**config.mk**
```make
export PLATFORM = sky130hd
export DESIGN_NAME = rect_fill_avalon
export DESIGN_NICKNAME = d
export VERILOG_FILES = /design/src/rtl/rect_fill_pkg.sv /design/src/rtl/rect_fill_avalon_rect_scan.sv /design/src/rtl/rect_fill_avalon.sv
export SDC_FILE = /design/constraint.sdc
export NUM_CORES = 1
export LEC_CHECK = 0
export BUFFER_PORTS_ARGS = -buffer_cell sky130_fd_sc_hd__clkbuf_2
export CORE_ASPECT_RATIO = 2
export CORE_UTILIZATION = 46
export DETAILED_ROUTE_END_ITERATION = 10
export PLACE_DENSITY_LB_ADDON = 0.12
export SYNTH_ARGS = -nofsm -noshare
export SYNTH_HDL_FRONTEND = slang
export SYNTH_SLANG_ARGS = --single-unit
```
**constraint.sdc**
```tcl
create_clock -name clk -period 2.95 [get_ports clk]
set_input_delay 0.295 -clock clk [delete_from_list [all_inputs] [get_ports clk]]
set_output_delay 0.295 -clock clk [all_outputs]
set_load 0.05 [all_outputs]
```
**src/rtl/rect_fill_pkg.sv**
```systemverilog
// Shared definitions for the rectangle-fill Avalon engine.
//   state_t      : engine FSM states (IDLE / RUN)
//   REG_*        : CPU slave word offsets
//   SCREEN_W/H   : visible raster size; X_MAX/Y_MAX are the last valid coords
//   pack_pixel() : builds the plotter word {0, y[6:0], x[7:0], 8'h00, colour}
package rect_fill_pkg;

  typedef enum logic [0:0] {
    ST_IDLE = 1'b0,
    ST_RUN  = 1'b1
  } state_t;

  localparam logic [3:0] REG_CTRL   = 4'd0;
  localparam logic [3:0] REG_P0     = 4'd1;
  localparam logic [3:0] REG_P1     = 4'd2;
  localparam logic [3:0] REG_COLOUR = 4'd3;

  localparam int unsigned SCREEN_W = 160;
  localparam int unsigned SCREEN_H = 120;

  localparam logic [7:0] X_MAX = 8'(SCREEN_W - 1);
  localparam logic [6:0] Y_MAX = 7'(SCREEN_H - 1);

  function automatic logic [31:0] pack_pixel(input logic [7:0] x,
                                             input logic [6:0] y,
                                             input logic [7:0] colour);
    return {1'b0, y, x, 8'h00, colour};
  endfunction

endpackage

```
**src/rtl/rect_fill_avalon_rect_scan.sv**
```systemverilog
// Raster scan counters for one rectangle fill.
//   clk, reset_n : clock, async active-low reset
//   load         : capture start point and (already clamped) end point
//   advance      : current pixel accepted; step to the next one
//   x0,y0,x1,y1  : rectangle corners, x1/y1 inclusive
//   x, y         : current pixel coordinate
//   last         : current pixel is the final one of the rectangle
module rect_scan
  import rect_fill_pkg::*;
(
  input  logic       clk,
  input  logic       reset_n,
  input  logic       load,
  input  logic       advance,
  input  logic [7:0] x0,
  input  logic [6:0] y0,
  input  logic [7:0] x1,
  input  logic [6:0] y1,
  output logic [7:0] x,
  output logic [6:0] y,
  output logic       last
);

  logic [7:0] x_start;
  logic [7:0] x_end;
  logic [6:0] y_end;

  assign last = (x == x_end) && (y == y_end);

  always_ff @(posedge clk or negedge reset_n) begin
    if (!reset_n) begin
      x       <= '0;
      y       <= '0;
      x_start <= '0;
      x_end   <= '0;
      y_end   <= '0;
    end else if (load) begin
      x       <= x0;
      y       <= y0;
      x_start <= x0;
      x_end   <= x1;
      y_end   <= y1;
    end else if (advance && !last) begin
      if (x == x_end) begin
        x <= x_start;
        y <= y + 7'd1;
      end else begin
        x <= x + 8'd1;
      end
    end
  end

endmodule

```
**src/rtl/rect_fill_avalon.sv**
```systemverilog
// Rectangle fill engine: CPU-programmed rectangle is streamed as one pixel
// write per accepted Avalon master transfer to a VGA plotter slave.
//   clk, reset_n          : clock, async active-low reset
//   address/read/readdata : CPU slave, zero read latency
//   write/writedata       : CPU slave writes (0 = start, 1 = P0, 2 = P1, 3 = colour)
//   master_address        : fixed VGA_ADDR
//   master_write          : high throughout a fill
//   master_writedata      : current pixel word, held while stalled
//   master_waitrequest    : downstream stall
module rect_fill_avalon
  import rect_fill_pkg::*;
#(
  parameter logic [31:0] VGA_ADDR = 32'h0
) (
  input  logic        clk,
  input  logic        reset_n,
  input  logic [3:0]  address,
  input  logic        read,
  output logic [31:0] readdata,
  input  logic        write,
  input  logic [31:0] writedata,
  output logic [31:0] master_address,
  output logic        master_write,
  output logic [31:0] master_writedata,
  input  logic        master_waitrequest
);

  state_t     state;
  logic       done_q;
  logic [7:0] x0_q;
  logic [6:0] y0_q;
  logic [7:0] x1_q;
  logic [6:0] y1_q;
  logic [7:0] colour_q;

  logic [7:0] x1_eff;
  logic [6:0] y1_eff;
  logic       range_ok;
  logic       busy;
  logic       start_ok;
  logic       accept;
  logic [7:0] scan_x;
  logic [6:0] scan_y;
  logic       scan_last;

  logic unused_wdata;
  assign unused_wdata = ^{writedata[31], writedata[15:8]};

  assign x1_eff   = (x1_q > X_MAX) ? X_MAX : x1_q;
  assign y1_eff   = (y1_q > Y_MAX) ? Y_MAX : y1_q;
  assign range_ok = (x0_q <= X_MAX) && (y0_q <= Y_MAX) &&
                    (x0_q <= x1_eff) && (y0_q <= y1_eff);

  assign busy     = (state == ST_RUN);
  assign start_ok = (state == ST_IDLE) && write && (address == REG_CTRL) && range_ok;
  assign accept   = busy && !master_waitrequest;

  assign master_address   = VGA_ADDR;
  assign master_write     = busy;
  // Colour cannot change while busy, so the word is stable across stalls.
  assign master_writedata = pack_pixel(scan_x, scan_y, colour_q);

  rect_scan u_scan (
    .clk     (clk),
    .reset_n (reset_n),
    .load    (start_ok),
    .advance (accept),
    .x0      (x0_q),
    .y0      (y0_q),
    .x1      (x1_eff),
    .y1      (y1_eff),
    .x       (scan_x),
    .y       (scan_y),
    .last    (scan_last)
  );

  always_ff @(posedge clk or negedge reset_n) begin
    if (!reset_n) begin
      state    <= ST_IDLE;
      done_q   <= 1'b0;
      x0_q     <= '0;
      y0_q     <= '0;
      x1_q     <= '0;
      y1_q     <= '0;
      colour_q <= '0;
    end else if (state == ST_IDLE) begin
      if (write) begin
        case (address)
          // An empty/off-screen rectangle completes at once: done without RUN.
          REG_CTRL: begin
            done_q <= !range_ok;
            if (range_ok) state <= ST_RUN;
          end
          REG_P0: begin
            x0_q <= writedata[23:16];
            y0_q <= writedata[30:24];
          end
          REG_P1: begin
            x1_q <= writedata[23:16];
            y1_q <= writedata[30:24];
          end
          REG_COLOUR: colour_q <= writedata[7:0];
          default: ;
        endcase
      end
    end else if (accept && scan_last) begin
      state  <= ST_IDLE;
      done_q <= 1'b1;
    end
  end

  always_comb begin
    readdata = '0;
    if (read) begin
      case (address)
        REG_CTRL:   readdata = {30'd0, done_q, busy};
        REG_P0:     readdata = {1'b0, y0_q, x0_q, 16'h0000};
        REG_P1:     readdata = {1'b0, y1_q, x1_q, 16'h0000};
        REG_COLOUR: readdata = {24'd0, colour_q};
        default:    readdata = '0;
      endcase
    end
  end

endmodule

```
# After elaboration in Yosys (flattened, before gate mapping)
# Cells that the tools add are included.
classes:
  div_mod_pow: 0
  bitwise: 1
  shifts: 0
  n_lt_le_gt_ge: 6
  n_mux: 19
  n_mul: 0
  eq_ne: 6
  n_addsub: 2
  reduce_logical: 23
ops:
  columns: ["operator", "count"]
  rows:
  - ["$pmux 31 s4", 1]
  - ["$mux 32", 1]
  - ["$mux 8", 4]
  - ["$mux 7", 4]
  - ["$reduce_and 3->1", 4]
  - ["$logic_and 1x1->1", 10]
  - ["$mux 1", 9]
  - ["$add 8x1->8 const B", 1]
  - ["$eq 4x2->1 const B", 2]
  - ["$eq 8x8->1", 1]
  - ["$gt 8x8->1 const B", 1]
  - ["$le 8x8->1", 1]
  - ["$le 8x8->1 const B", 1]
  - ["$reduce_bool 2->1", 4]
  - ["$add 7x1->7 const B", 1]
  - ["$eq 7x7->1", 1]
  - ["$gt 7x7->1 const B", 1]
  - ["$le 7x7->1", 1]
  - ["$le 7x7->1 const B", 1]
  - ["$eq 4x1->1 const B", 1]
  - ["$logic_not 4->1", 1]
  - ["$logic_not 1->1", 3]
  - ["$ne 2x1->1 const B", 1]
  - ["$reduce_and 2->1", 1]
  - ["$not 1->1", 1]
word_totals:
  ff_bits: 78
  latch_bits: 0
  word_cells: 69
  mem_count: 0
  mem_bits_ro: 0
  mem_bits_rw: 0
  inputBits: 41
  output_inout_bits: 97

# Longest topological paths before layout
# Gate-level depths: netlist of the first run.
logic_depth:
  depth_word: 9
  depth_mapped: 12
  ltp_nobuf: 10

# By module
# A second synthesis of the first run with hierarchy kept.
hier_totals:
  hier_cells: 461
  hier_area_um2: 4843.4
modules_own_cells:
  columns: ["module", "area_each_um2", "seq_area_each_um2", "n_inst", "cells_per_inst"]
  rows:
  - ["rect_fill_avalon", 2805.2, 1001.0, 1, 270]
  - ["rect_scan", 2038.2, 950.9, 1, 191]

# Worst setup path before layout of the first run
# No wires, ideal clock.
synth_path:
  path_type: "reg2reg"
  startpoint: "reg x1_q[7]"
  endpoint: "reg u_scan.x_end[0]"
  setup_ps: 127
  synth_period_minus_slack_ps: 2592
  setup_slack_ps: 358
  stages_incl_launch_ff: 11
  t_required_ps: 2823
  n_path_buf: 1
  arrival_ps: 2464
  path_cell_list: "dfrtp_1 -> inv_1 -> nor2_1 -> or2_2 -> ha_1 -> nand4_1 -> o21a_1 -> nor3_4 -> and2_1 -> buf_4 -> mux2_1"
synth_via:
  elab_chain_cells: 6
synth_rtl:
  columns: ["item", "line", "source"]
  rows:
  - ["start, declared", "rect_fill_avalon.sv:32", "logic [7:0] x1_q;"]
  - ["start signal, assigned", "rect_fill_avalon.sv:99", "x1_q <= writedata[23:16];"]
  - ["$gt 8x8->1 *", "rect_fill_avalon.sv:49", "assign x1_eff = (x1_q > X_MAX) ? X_MAX : x1_q;"]
  - ["$mux 8 *", "rect_fill_avalon.sv:49", null]
  - ["via u_scan.x1[0]", "rect_fill_avalon_rect_scan.sv:17", "input logic [7:0] x1,"]
  - ["$le 8x8->1", "rect_fill_avalon.sv:52", "(x0_q <= x1_eff) && (y0_q <= y1_eff);"]
  - ["$logic_and 1x1->1", "rect_fill_avalon.sv:51", "assign range_ok = (x0_q <= X_MAX) && (y0_q <= Y_MAX) &&"]
  - ["$logic_and 1x1->1", "rect_fill_avalon.sv:52", null]
  - ["$logic_and 1x1->1", "rect_fill_avalon.sv:55", "assign start_ok = (state == ST_IDLE) && write && (address == REG_CTRL) && range_ok;"]
  - ["end signal, assigned", "rect_fill_avalon_rect_scan.sv:35", "x_end <= '0;"]
  - ["end signal, assigned", "rect_fill_avalon_rect_scan.sv:41", "x_end <= x1;"]
  - ["end, declared", "rect_fill_avalon_rect_scan.sv:25", "logic [7:0] x_end;"]
# Mark *: on every way through the listed nets, which the timed path passes. The rest lies on a longest branch.
# A chain may end at the register's enable or synchronous reset.

# Worst setup path after layout of the first run
layout_path:
  startpoint: "reg x1_q[7]"
  endpoint: "reg u_scan.y[2]"
layout_via:
  elab_chain_cells: 8
  elab_cells_between_ends: 10
  cone_classes: "2 x order compare; 2 x mux; 6 x reduce/logical"
layout_rtl:
  columns: ["item", "line", "source"]
  rows:
  - ["$gt 8x8->1", "rect_fill_avalon.sv:49", null]
  - ["$mux 8 *", "rect_fill_avalon.sv:49", null]
  - ["$le 8x8->1 *", "rect_fill_avalon.sv:52", null]
  - ["$logic_and 1x1->1 *", "rect_fill_avalon.sv:51", null]
  - ["$logic_and 1x1->1 *", "rect_fill_avalon.sv:52", null]
  - ["$logic_and 1x1->1 *", "rect_fill_avalon.sv:55", null]
  - ["$reduce_bool 2->1 (no source line)", null, null]
  - ["$reduce_and 2->1 (no source line)", null, null]
  - ["end signal, assigned", "rect_fill_avalon_rect_scan.sv:39", "y <= y0;"]
  - ["end signal, assigned", "rect_fill_avalon_rect_scan.sv:46", "y <= y + 7'd1;"]
  - ["end, declared", "rect_fill_avalon_rect_scan.sv:20", "output logic [6:0] y,"]
# Mark *: on every way between the ends. The rest lies on a longest branch, timed or not.

==> impl_metrics.py, run 1 <==
metrics = {
    "worst_setup_path": {
        "crit_path_end_kind": "flop",
        "r2r_slack_ps": 210,
        "cp.depth": 11,
        "path_buf_inv": 2,
        "arrival_ps": 2960,
        "cpMostUsedCell": "nor2_1",
        "cp_max_fo": 10,
        "path_delay_family": "simple AND/OR/NAND/NOR gates",
        "worstSetupPathType": "flop to flop",
        "cp-startpoint": "x1_q[7]",
        "cp_cell_sequence": "inv_1 -> nor2_1 -> nor2_1 -> ha_1 -> nor2b_1 -> o211ai_1 -> a21oi_1 -> nor3_4 -> and2_1 -> buf_4 -> a221o_1",
        "required_ps": 3170,
        "cpMaxStageDelayCell": "dfrtp_1",
        "cp_slowest_stage_delay_ps": 380,
        "ff2ff_path_depth": 11,
        "startpoint_type": "flop",
        "r2r_start": "x1_q[7]",
        "crit_end": "u_scan.y[2]",
        "rr_endpoint": "u_scan.y[2]",
    },
    "cts": {
        "numCtsBuffers": 9,
        "clockRootBuffer": "clkbuf_16",
        "ctsLongestPathBuffers": 2,
        "clock_sinks": 78,
        "path_clk_slew_ps": 60,
        "cts_tree": "built",
        "post-cts-setup-buffer-count": 0,
        "cts_resized": 0,
        "clkLatencyLatePin_ps": 340,
        "holdBufCountCts": 0,
        "h-tree-depth": 3,
    },
    "finish": {
        "multi_input_area_sq_um": 2380,
        "layout-drive-gt1-share_pct": 31.1,
        "final-seq-area_sq_um": 1950,
        "n_antenna_cell": 0,
        "area_growth_pct": 16.2,
        "post-route-util_pct": 55.2,
        "layout_commonest_cell": "dfrtp_1",
        "finalInstanceArea_sq_um": 5390,
        "nNetsFinal": 584,
        "final_cell_mix": "dfrtp_1 (78), clkbuf_2 (77), conb_1 (50)",
        "fillers": 910,
    },
    "logic_synthesis": {
        "synth_top_family_by_area": "multiplexers",
        "synth-adder-area-share_pct": 4.58,
        "ys_seq_area_share_pct": 42.1,
        "synth_area_leaders": "dfrtp_1 (42%), mux2_2 (10%), buf_4 (8.4%)",
        "netlist.area_leader.share_pct": 42.1,
        "netlist_area_sq_um": 4640,
        "yosys.area.top_type": "dfrtp_1",
        "synthSimpleGateAreaFrac_pct": 12.9,
        "yosysUniqueCellTypes": 45,
        "synth_xor_area_share_pct": 3.96,
        "yosys-mux-area-fraction_pct": 13.5,
        "synth_compound_area_share_pct": 12.3,
        "yosys_register_bits": 78,
        "yosysWarnings": 0,
        "syn_inst": 435,
        "avgSynthCellArea_sq_um": 10.7,
    },
    "timing": {
        "rsz0062_at_grt": "false",
        "hold_violations": 0,
        "fin_worst_skew_ps": 5.72,
        "maxSlewHeadroom_pct": 33.4,
        "setup_violations": 0,
        "fmax_mhz": 365,
        "drv_slew": 0,
        "worstMarginPinSlew_ps": 999,
        "fin_crit_ps": 2740,
        "min_period_over_period_pct": 92.8,
        "fin_tns_setup_ps": 0,
    },
    "route": {
        "drt_first_pass_iters": 5,
        "viasPerCell": 5.33,
        "drt-wirelength-per-cell_um": 16.1,
        "antenna_left": 0,
        "initialDrtViolationCount": 187,
        "wirelength_um": 10700,
        "vias": 3533,
        "drcViolationCount": 0,
    },
    "pwr": {
        "clockPowerShare_pct": 23.0,
        "ir_drop_v": 0.000547,
        "switching_power_mw": 2.36,
        "powerDensity_nw_per_um2": 1030,
        "cellLeakagePower_nw": 2.58,
        "p_int_mw": 3.18,
        "p_seq_share_pct": 36.3,
        "combinationalPowerShare_pct": 40.7,
        "power_mw": 5.54,
        "swShare_pct": 42.7,
    },
    "place": {
        "dp_hpwl_um": 8090,
        "gp_congestion": 0.821,
        "io_buffers": 78,
        "postPlaceCellArea_sq_um": 5050,
    },
    "die": {
        "ios": 138,
        "die_h_um": 144,
        "core_area_sq_um": 9760,
        "die_width_um": 73.0,
        "rows": 51,
        "die-area_sq_um": 10500,
        "initial_core_util_pct": 47.5,
    },
    "global_routing": {
        "grt_start_max_net_pins": 79,
        "antenna_found_initial": 0,
        "overflow": 0,
        "grt_pass1_wl_um": 17600,
        "track_usage_pct": 22.3,
        "grt_pass1_vias": 3672,
    },
    "hold_path": {
        "hp-class": "input pin to asynchronous set/reset pin",
    },
    "flow_run": {
        "cap_violations": 0,
    },
    "status": {
        "outcome": "complete, no violations",
    },
}
cell families (layout without fill, tap and decap cells):
| kind of cell | after synthesis | in the layout |
|---|---|---|
| compound gates | 81 | 81 |
| xor+xnor | 21 | 21 |
| fa+ha+maj | 17 | 17 |
| buf+inv | 73 | 120 |
| flops | 78 | 78 |
| mux | 56 | 56 |
| other cells | 1 | 50 |
| simple gates | 108 | 108 |
power groups by stage:
stage	Sequential [mW]	Clock (mW)	Combinational, mW
2_1_floorplan	2.29	0	1.40
3_3_place_gp	2.00	0	2.21
3_5_place_dp	2.02	0	2.27
4_1_cts	2.01	1.30	2.27
5_1_grt	2.08	1.33	2.49
6_report	2.01	1.27	2.26
layer usage:
metal  global-route usage [%]  share of wire, %  up-vias
li1                         -                 -     1636
met1                     24.6                39     1741
met2                     40.1                54      132
met3                     3.28               3.9       24
met4                     11.8               3.0        0
met5                        0                 0        -
worst min path at each step:
stage,start,to,slack (ps),cells past startpoint
finish,reset_n,x0_q[1],110,1
global route,writedata[3],colour_q[3],190,2
CTS,reset_n,x0_q[1],170,1
detailed placement,u_scan.x_start[7],u_scan.x_start[7],480,1
global placement,u_scan.x_start[7],u_scan.x_start[7],470,1
floorplan,reset_n,colour_q[0],-0.6,0
Yosys cell counts (all sizes together):
cell    number
dfrtp       78
buf         57
mux2        53
a21oi       29
nor2        29
nand2       19
ha          17
a221o       15
a22oi       15
nand3       11
xnor2       11
inv         10
xor2        10
and2         9
nand2b       9
a211oi       8
nand4        7
clkbuf       6
nor2b        6
o21ai        6
and3         4
nor3         4
or2          4
mux2i        3
nor4b        3
a31oi        2
nor4         2
o21a         2
a21boi       1
and4         1
conb         1
o211ai       1
o22ai        1
o31ai        1
metrics by stage:
stage	std cells	setup WS [ps]	hold slack, ps
2_1_floorplan	484	358	-0.591
3_3_place_gp	647	244	468
3_5_place_dp	647	184	479
4_1_cts	663	184	171
5_1_grt	663	6.00	192
6_report	663	212	106
layout make-up:
type / instances / area share, %
tap: 132 / 3.06
clock buffer: 10 / 4.25
sequential: 78 / 36.2
clock inverter: 6 / 2.02
timing repair buffer: 94 / 9.52
multi-input combinational: 333 / 44.2
inverter: 10 / 0.697
state kept, by name, summed over array words and instances (netlist names), 8 cells and up:
signal          cells
x0_q                8
x1_q                8
u_scan.x_start      8
colour_q            8
u_scan.x            8
u_scan.x_end        8
Note: power is estimated with default switching activity, not from simulation.
==> run 2, diff against run 1 <==
- CORE_MARGIN: not set -> 2
- PLACE_DENSITY: not set -> 0.72
- PLACE_DENSITY_LB_ADDON: 0.12 -> not set
==> impl_metrics.py, run 2 (synthesis gave the netlist of run 1 again) <==
metrics = {
    "global_routing": {
        "track_usage_pct": 20.5,
        "grt_pass1_wl_um": 17400,
        "overflow": 0,
        "antenna_found_initial": 0,
        "grt_pass1_vias": 3673,
        "grt_start_max_net_pins": 79,
    },
    "worst_setup_path": {
        "required_ps": 3220,
        "startpoint_type": "flop",
        "cp_max_fo": 10,
        "r2r_slack_ps": 240,
        "ff2ff_path_depth": 10,
        "arrival_ps": 2980,
        "r2r_start": "x1_q[7]",
        "crit_path_end_kind": "flop",
        "rr_endpoint": "u_scan.y_end[3]",
        "worstSetupPathType": "flop to flop",
    },
    "pwr": {
        "clockPowerShare_pct": 20.1,
        "p_seq_share_pct": 37.7,
        "p_int_mw": 2.98,
        "ir_drop_v": 0.000588,
        "switching_power_mw": 2.36,
        "cellLeakagePower_nw": 2.54,
        "powerDensity_nw_per_um2": 1000,
        "swShare_pct": 44.2,
        "combinationalPowerShare_pct": 42.2,
    },
    "finish": {
        "finalInstanceArea_sq_um": 5320,
        "fillers": 880,
        "final_cell_mix": "dfrtp_1 (78), clkbuf_2 (77), conb_1 (50)",
        "area_growth_pct": 14.8,
        "layout_commonest_cell": "dfrtp_1",
        "n_antenna_cell": 0,
        "layout-drive-gt1-share_pct": 30.9,
        "nNetsFinal": 581,
    },
    "die": {
        "die_h_um": 146,
        "die-area_sq_um": 11000,
        "rows": 51,
        "die_width_um": 75.0,
        "ios": 138,
        "core_area_sq_um": 9760,
        "initial_core_util_pct": 47.5,
    },
    "cts": {
        "h-tree-depth": 3,
        "post-cts-setup-buffer-count": 0,
        "clockRootBuffer": "clkbuf_16",
        "cts_tree": "built",
        "clock_sinks": 78,
        "path_clk_slew_ps": 60,
        "numCtsBuffers": 9,
        "holdBufCountCts": 0,
        "ctsLongestPathBuffers": 2,
        "clkLatencyLatePin_ps": 340,
        "cts_resized": 0,
    },
    "route": {
        "wirelength_um": 10600,
        "drt_first_pass_iters": 4,
        "viasPerCell": 5.36,
        "drt-wirelength-per-cell_um": 16.1,
        "initialDrtViolationCount": 185,
        "vias": 3540,
        "drcViolationCount": 0,
        "antenna_left": 0,
    },
    "status": {
        "outcome": "complete, no violations",
    },
    "timing": {
        "setup_violations": 0,
        "maxSlewHeadroom_pct": 34.5,
        "fin_worst_skew_ps": 5.05,
        "drv_slew": 0,
        "hold_violations": 0,
        "fin_crit_ps": 2710,
        "fmax_mhz": 369,
        "min_period_over_period_pct": 91.9,
        "fin_tns_setup_ps": 0,
        "worstMarginPinSlew_ps": 982,
        "rsz0062_at_grt": "false",
    },
    "place": {
        "gp_congestion": 0.862,
        "dp_hpwl_um": 8070,
        "postPlaceCellArea_sq_um": 5030,
        "io_buffers": 78,
    },
    "flow_run": {
        "cap_violations": 0,
    },
    "hold_path": {
        "hp-class": "input pin to asynchronous set/reset pin",
    },
}
==> run 2: power by group through the flow <==
stage	logic (mW)	clock network [mW]	registers, mW
floorplan	1.40	0	2.29
global placement	2.17	0	1.99
detailed placement	2.26	0	2.02
CTS	2.27	1.09	2.00
global route	2.45	1.14	2.08
finish	2.26	1.07	2.01
==> run 2: layer usage <==
layer,part of all wire [%],vias to the layer above,track usage (%)
met5,0,-,0
li1,-,1637,-
met3,5.9,20,3.86
met2,55,156,35.7
met4,2.7,0,10.1
met1,36,1727,22.9
==> run 2: cell type report <==
class | count | area [sq um] | share of cell area (%)
Clock buffer | 12 | 267 | 5.01
Tap cell | 132 | 165 | 3.10
Inverter | 10 | 37.5 | 0.705
Timing Repair Buffer | 91 | 490 | 9.21
Multi-Input combinational cell | 333 | 2380 | 44.8
Sequential cell | 78 | 1950 | 36.7
Clock inverter | 4 | 28.8 | 0.541
==> run 2: through the flow <==
| step | utilization [%] | hold WS, ps | power, mW | std cells | setup WS [ps] |
|---|---|---|---|---|---|
| floorplan | - | -0.591 | 3.69 | 484 | 358 |
| global placement | 51.5 | 467 | 4.16 | 644 | 280 |
| detailed placement | 51.5 | 479 | 4.27 | 644 | 220 |
| CTS | 54.5 | 157 | 5.36 | 660 | 204 |
| global route | 54.5 | 184 | 5.66 | 660 | 43.3 |
| finish | 54.5 | 92.8 | 5.34 | 660 | 239 |
==> run 2: worst max path at each step <==
stage	slack [ps]	startpoint	cells after the start	end
2_1_floorplan	360	x1_q[7]	10	u_scan.x_end[0]
4_1_cts	200	x1_q[7]	10	u_scan.y_end[3]
5_1_grt	40	x1_q[7]	10	u_scan.y_end[3]
6_report	240	x1_q[7]	10	u_scan.y_end[3]
3_3_place_gp	280	x1_q[7]	10	u_scan.y_end[3]
3_5_place_dp	220	x1_q[7]	10	u_scan.y_end[3]
==> run 2: worst max-delay path: stages, from the launching register on <==
cell and delay [ps]:
dfrtp_1 390, inv_1 100, nor2_1 290, nor2_1 120, ha_1 340, nand4_1 140, o21a_1 240, nor3_4 290
and2_1 310, buf_4 240, mux2i_1 180
==> run 3, diff against run 2 <==
- RECOVER_POWER: not set -> 100
==> impl_metrics.py, run 3 (synthesis gave the netlist of run 1 again) <==
metrics = {
    "worst_setup_path": {
        "startpoint_type": "flop",
        "required_ps": 3230,
        "worstSetupPathType": "flop to flop",
        "cp_slowest_stage_delay_ps": 390,
        "r2r_start": "x1_q[7]",
        "path_delay_family": "simple AND/OR/NAND/NOR gates",
        "path_buf_inv": 2,
        "cp-startpoint": "x1_q[7]",
        "arrival_ps": 3000,
        "cp_cell_sequence": "inv_1 -> nor2_1 -> nor2_1 -> ha_1 -> nand4_1 -> o21a_1 -> nor3_4 -> and2_1 -> clkbuf_2 -> a221o_1",
        "crit_path_end_kind": "flop",
        "cp_max_fo": 8,
        "cpMostUsedCell": "nor2_1",
        "cpMaxStageDelayCell": "dfrtp_1",
    },
    "route": {
        "antenna_left": 0,
        "viasPerCell": 5.37,
        "vias": 3547,
        "wirelength_um": 10600,
        "drcViolationCount": 0,
        "drt_first_pass_iters": 4,
        "initialDrtViolationCount": 148,
        "drt-wirelength-per-cell_um": 16.1,
    },
    "finish": {
        "post-route-util_pct": 53.8,
        "n_antenna_cell": 0,
        "layout-drive-gt1-share_pct": 21.6,
        "fillers": 905,
        "layout_commonest_cell": "dfrtp_1",
        "area_growth_pct": 13.2,
        "nNetsFinal": 581,
        "final_cell_mix": "dfrtp_1 (78), conb_1 (50), clkbuf_1 (48)",
    },
    "timing": {
        "fin_crit_ps": 2730,
        "fmax_mhz": 367,
        "drv_slew": 79,
        "rsz0062_at_grt": "false",
        "holdWs_ps": 189,
        "fin_worst_skew_ps": 7.12,
        "min_period_over_period_pct": 92.4,
        "setup_violations": 0,
        "worstMarginPinSlew_ps": 1930,
        "hold_violations": 0,
        "fin_tns_setup_ps": 0,
        "maxSlewHeadroom_pct": -28.4,
    },
    "global_routing": {
        "grt_pass1_vias": 3673,
        "overflow": 0,
        "track_usage_pct": 20.5,
        "grt_pass1_wl_um": 17400,
        "grt_start_max_net_pins": 79,
        "antenna_found_initial": 0,
    },
    "cts": {
        "post-cts-setup-buffer-count": 0,
        "clockRootBuffer": "clkbuf_16",
        "cts_resized": 0,
        "clock_sinks": 78,
        "ctsLongestPathBuffers": 2,
        "h-tree-depth": 3,
        "clkLatencyLatePin_ps": 340,
        "numCtsBuffers": 9,
        "cts_tree": "built",
        "path_clk_slew_ps": 60,
        "holdBufCountCts": 0,
    },
    "die": {
        "die_h_um": 146,
        "ios": 138,
        "die_width_um": 75.0,
        "core_area_sq_um": 9760,
        "initial_core_util_pct": 47.5,
        "die-area_sq_um": 11000,
        "rows": 51,
    },
    "place": {
        "gp_congestion": 0.862,
        "dp_hpwl_um": 8070,
        "io_buffers": 78,
    },
    "status": {
        "violations": "max-capacitance violations, max-slew violations",
        "outcome": "finished, violations left",
    },
    "hold_path": {
        "hp-class": "input pin to flop",
        "min-delay-start": "writedata[7]",
    },
    "pwr": {
        "cellLeakagePower_nw": 2.38,
        "powerDensity_nw_per_um2": 1010,
        "ir_drop_v": 0.000576,
    },
    "flow_run": {
        "cap_violations": 1,
    },
}
[run 3: changes by cell type in the layout (fill, tap and decap cells not counted)]
cell,delta
clkbuf_1,+48
clkbuf_2,-44
buf_4,-4
nor2b_1,+1
nor2b_2,-1
[run 3: cell type report]
cell class | instances | area (sq um) | area share [%]
Clock inverter | 4 | 28.8 | 0.548
Clock buffer | 12 | 267 | 5.08
Inverter | 10 | 37.5 | 0.715
Sequential cell | 78 | 1950 | 37.2
Tap cell | 132 | 165 | 3.15
Multi-Input combinational cell | 333 | 2380 | 45.3
Timing Repair Buffer | 91 | 420 | 8.01
[run 3: worst paths after layout]
check	end	slack, ps	cells after the start
max reg2reg	u_scan.x[1]	220	10
min reg2reg	u_scan.x_start[2]	490	1
min	colour_q[7]	190	2
max in group asynchronous	y0_q[0]	1320	1
min in group asynchronous	x1_q[2]	490	1
max	u_scan.x[1]	220	10
[run 3: metrics by stage]
stage | cell area, sq um | std cells | power (mW) | setup slack [ps]
2_1_floorplan | 4820 | 484 | 3.69 | 358
4_1_cts | 5320 | 660 | 5.36 | 204
3_3_place_gp | 5030 | 644 | 4.16 | 280
5_1_grt | 5250 | 660 | 5.63 | 48.5
3_5_place_dp | 5030 | 644 | 4.27 | 220
6_report | 5250 | 660 | 5.31 | 224
[run 3: layer usage]
metal / vias up / GRT usage [%] / wire length [um]
li1: 1641 / - / -
met1: 1751 / 22.9 / 3900
met2: 139 / 35.7 / 5880
met3: 16 / 3.86 / 574
met4: 0 / 10.1 / 240
met5: - / 0 / 0
[run 3: where the power goes]
part / switching (mW) / leakage [nW] / total, mW / internal (mW)
sequential: 0.510 / 0.995 / 2.01 / 1.50
combinational: 1.41 / 1.24 / 2.22 / 0.808
clock: 0.433 / 0.141 / 1.07 / 0.640
total: 2.36 / 2.38 / 5.31 / 2.95
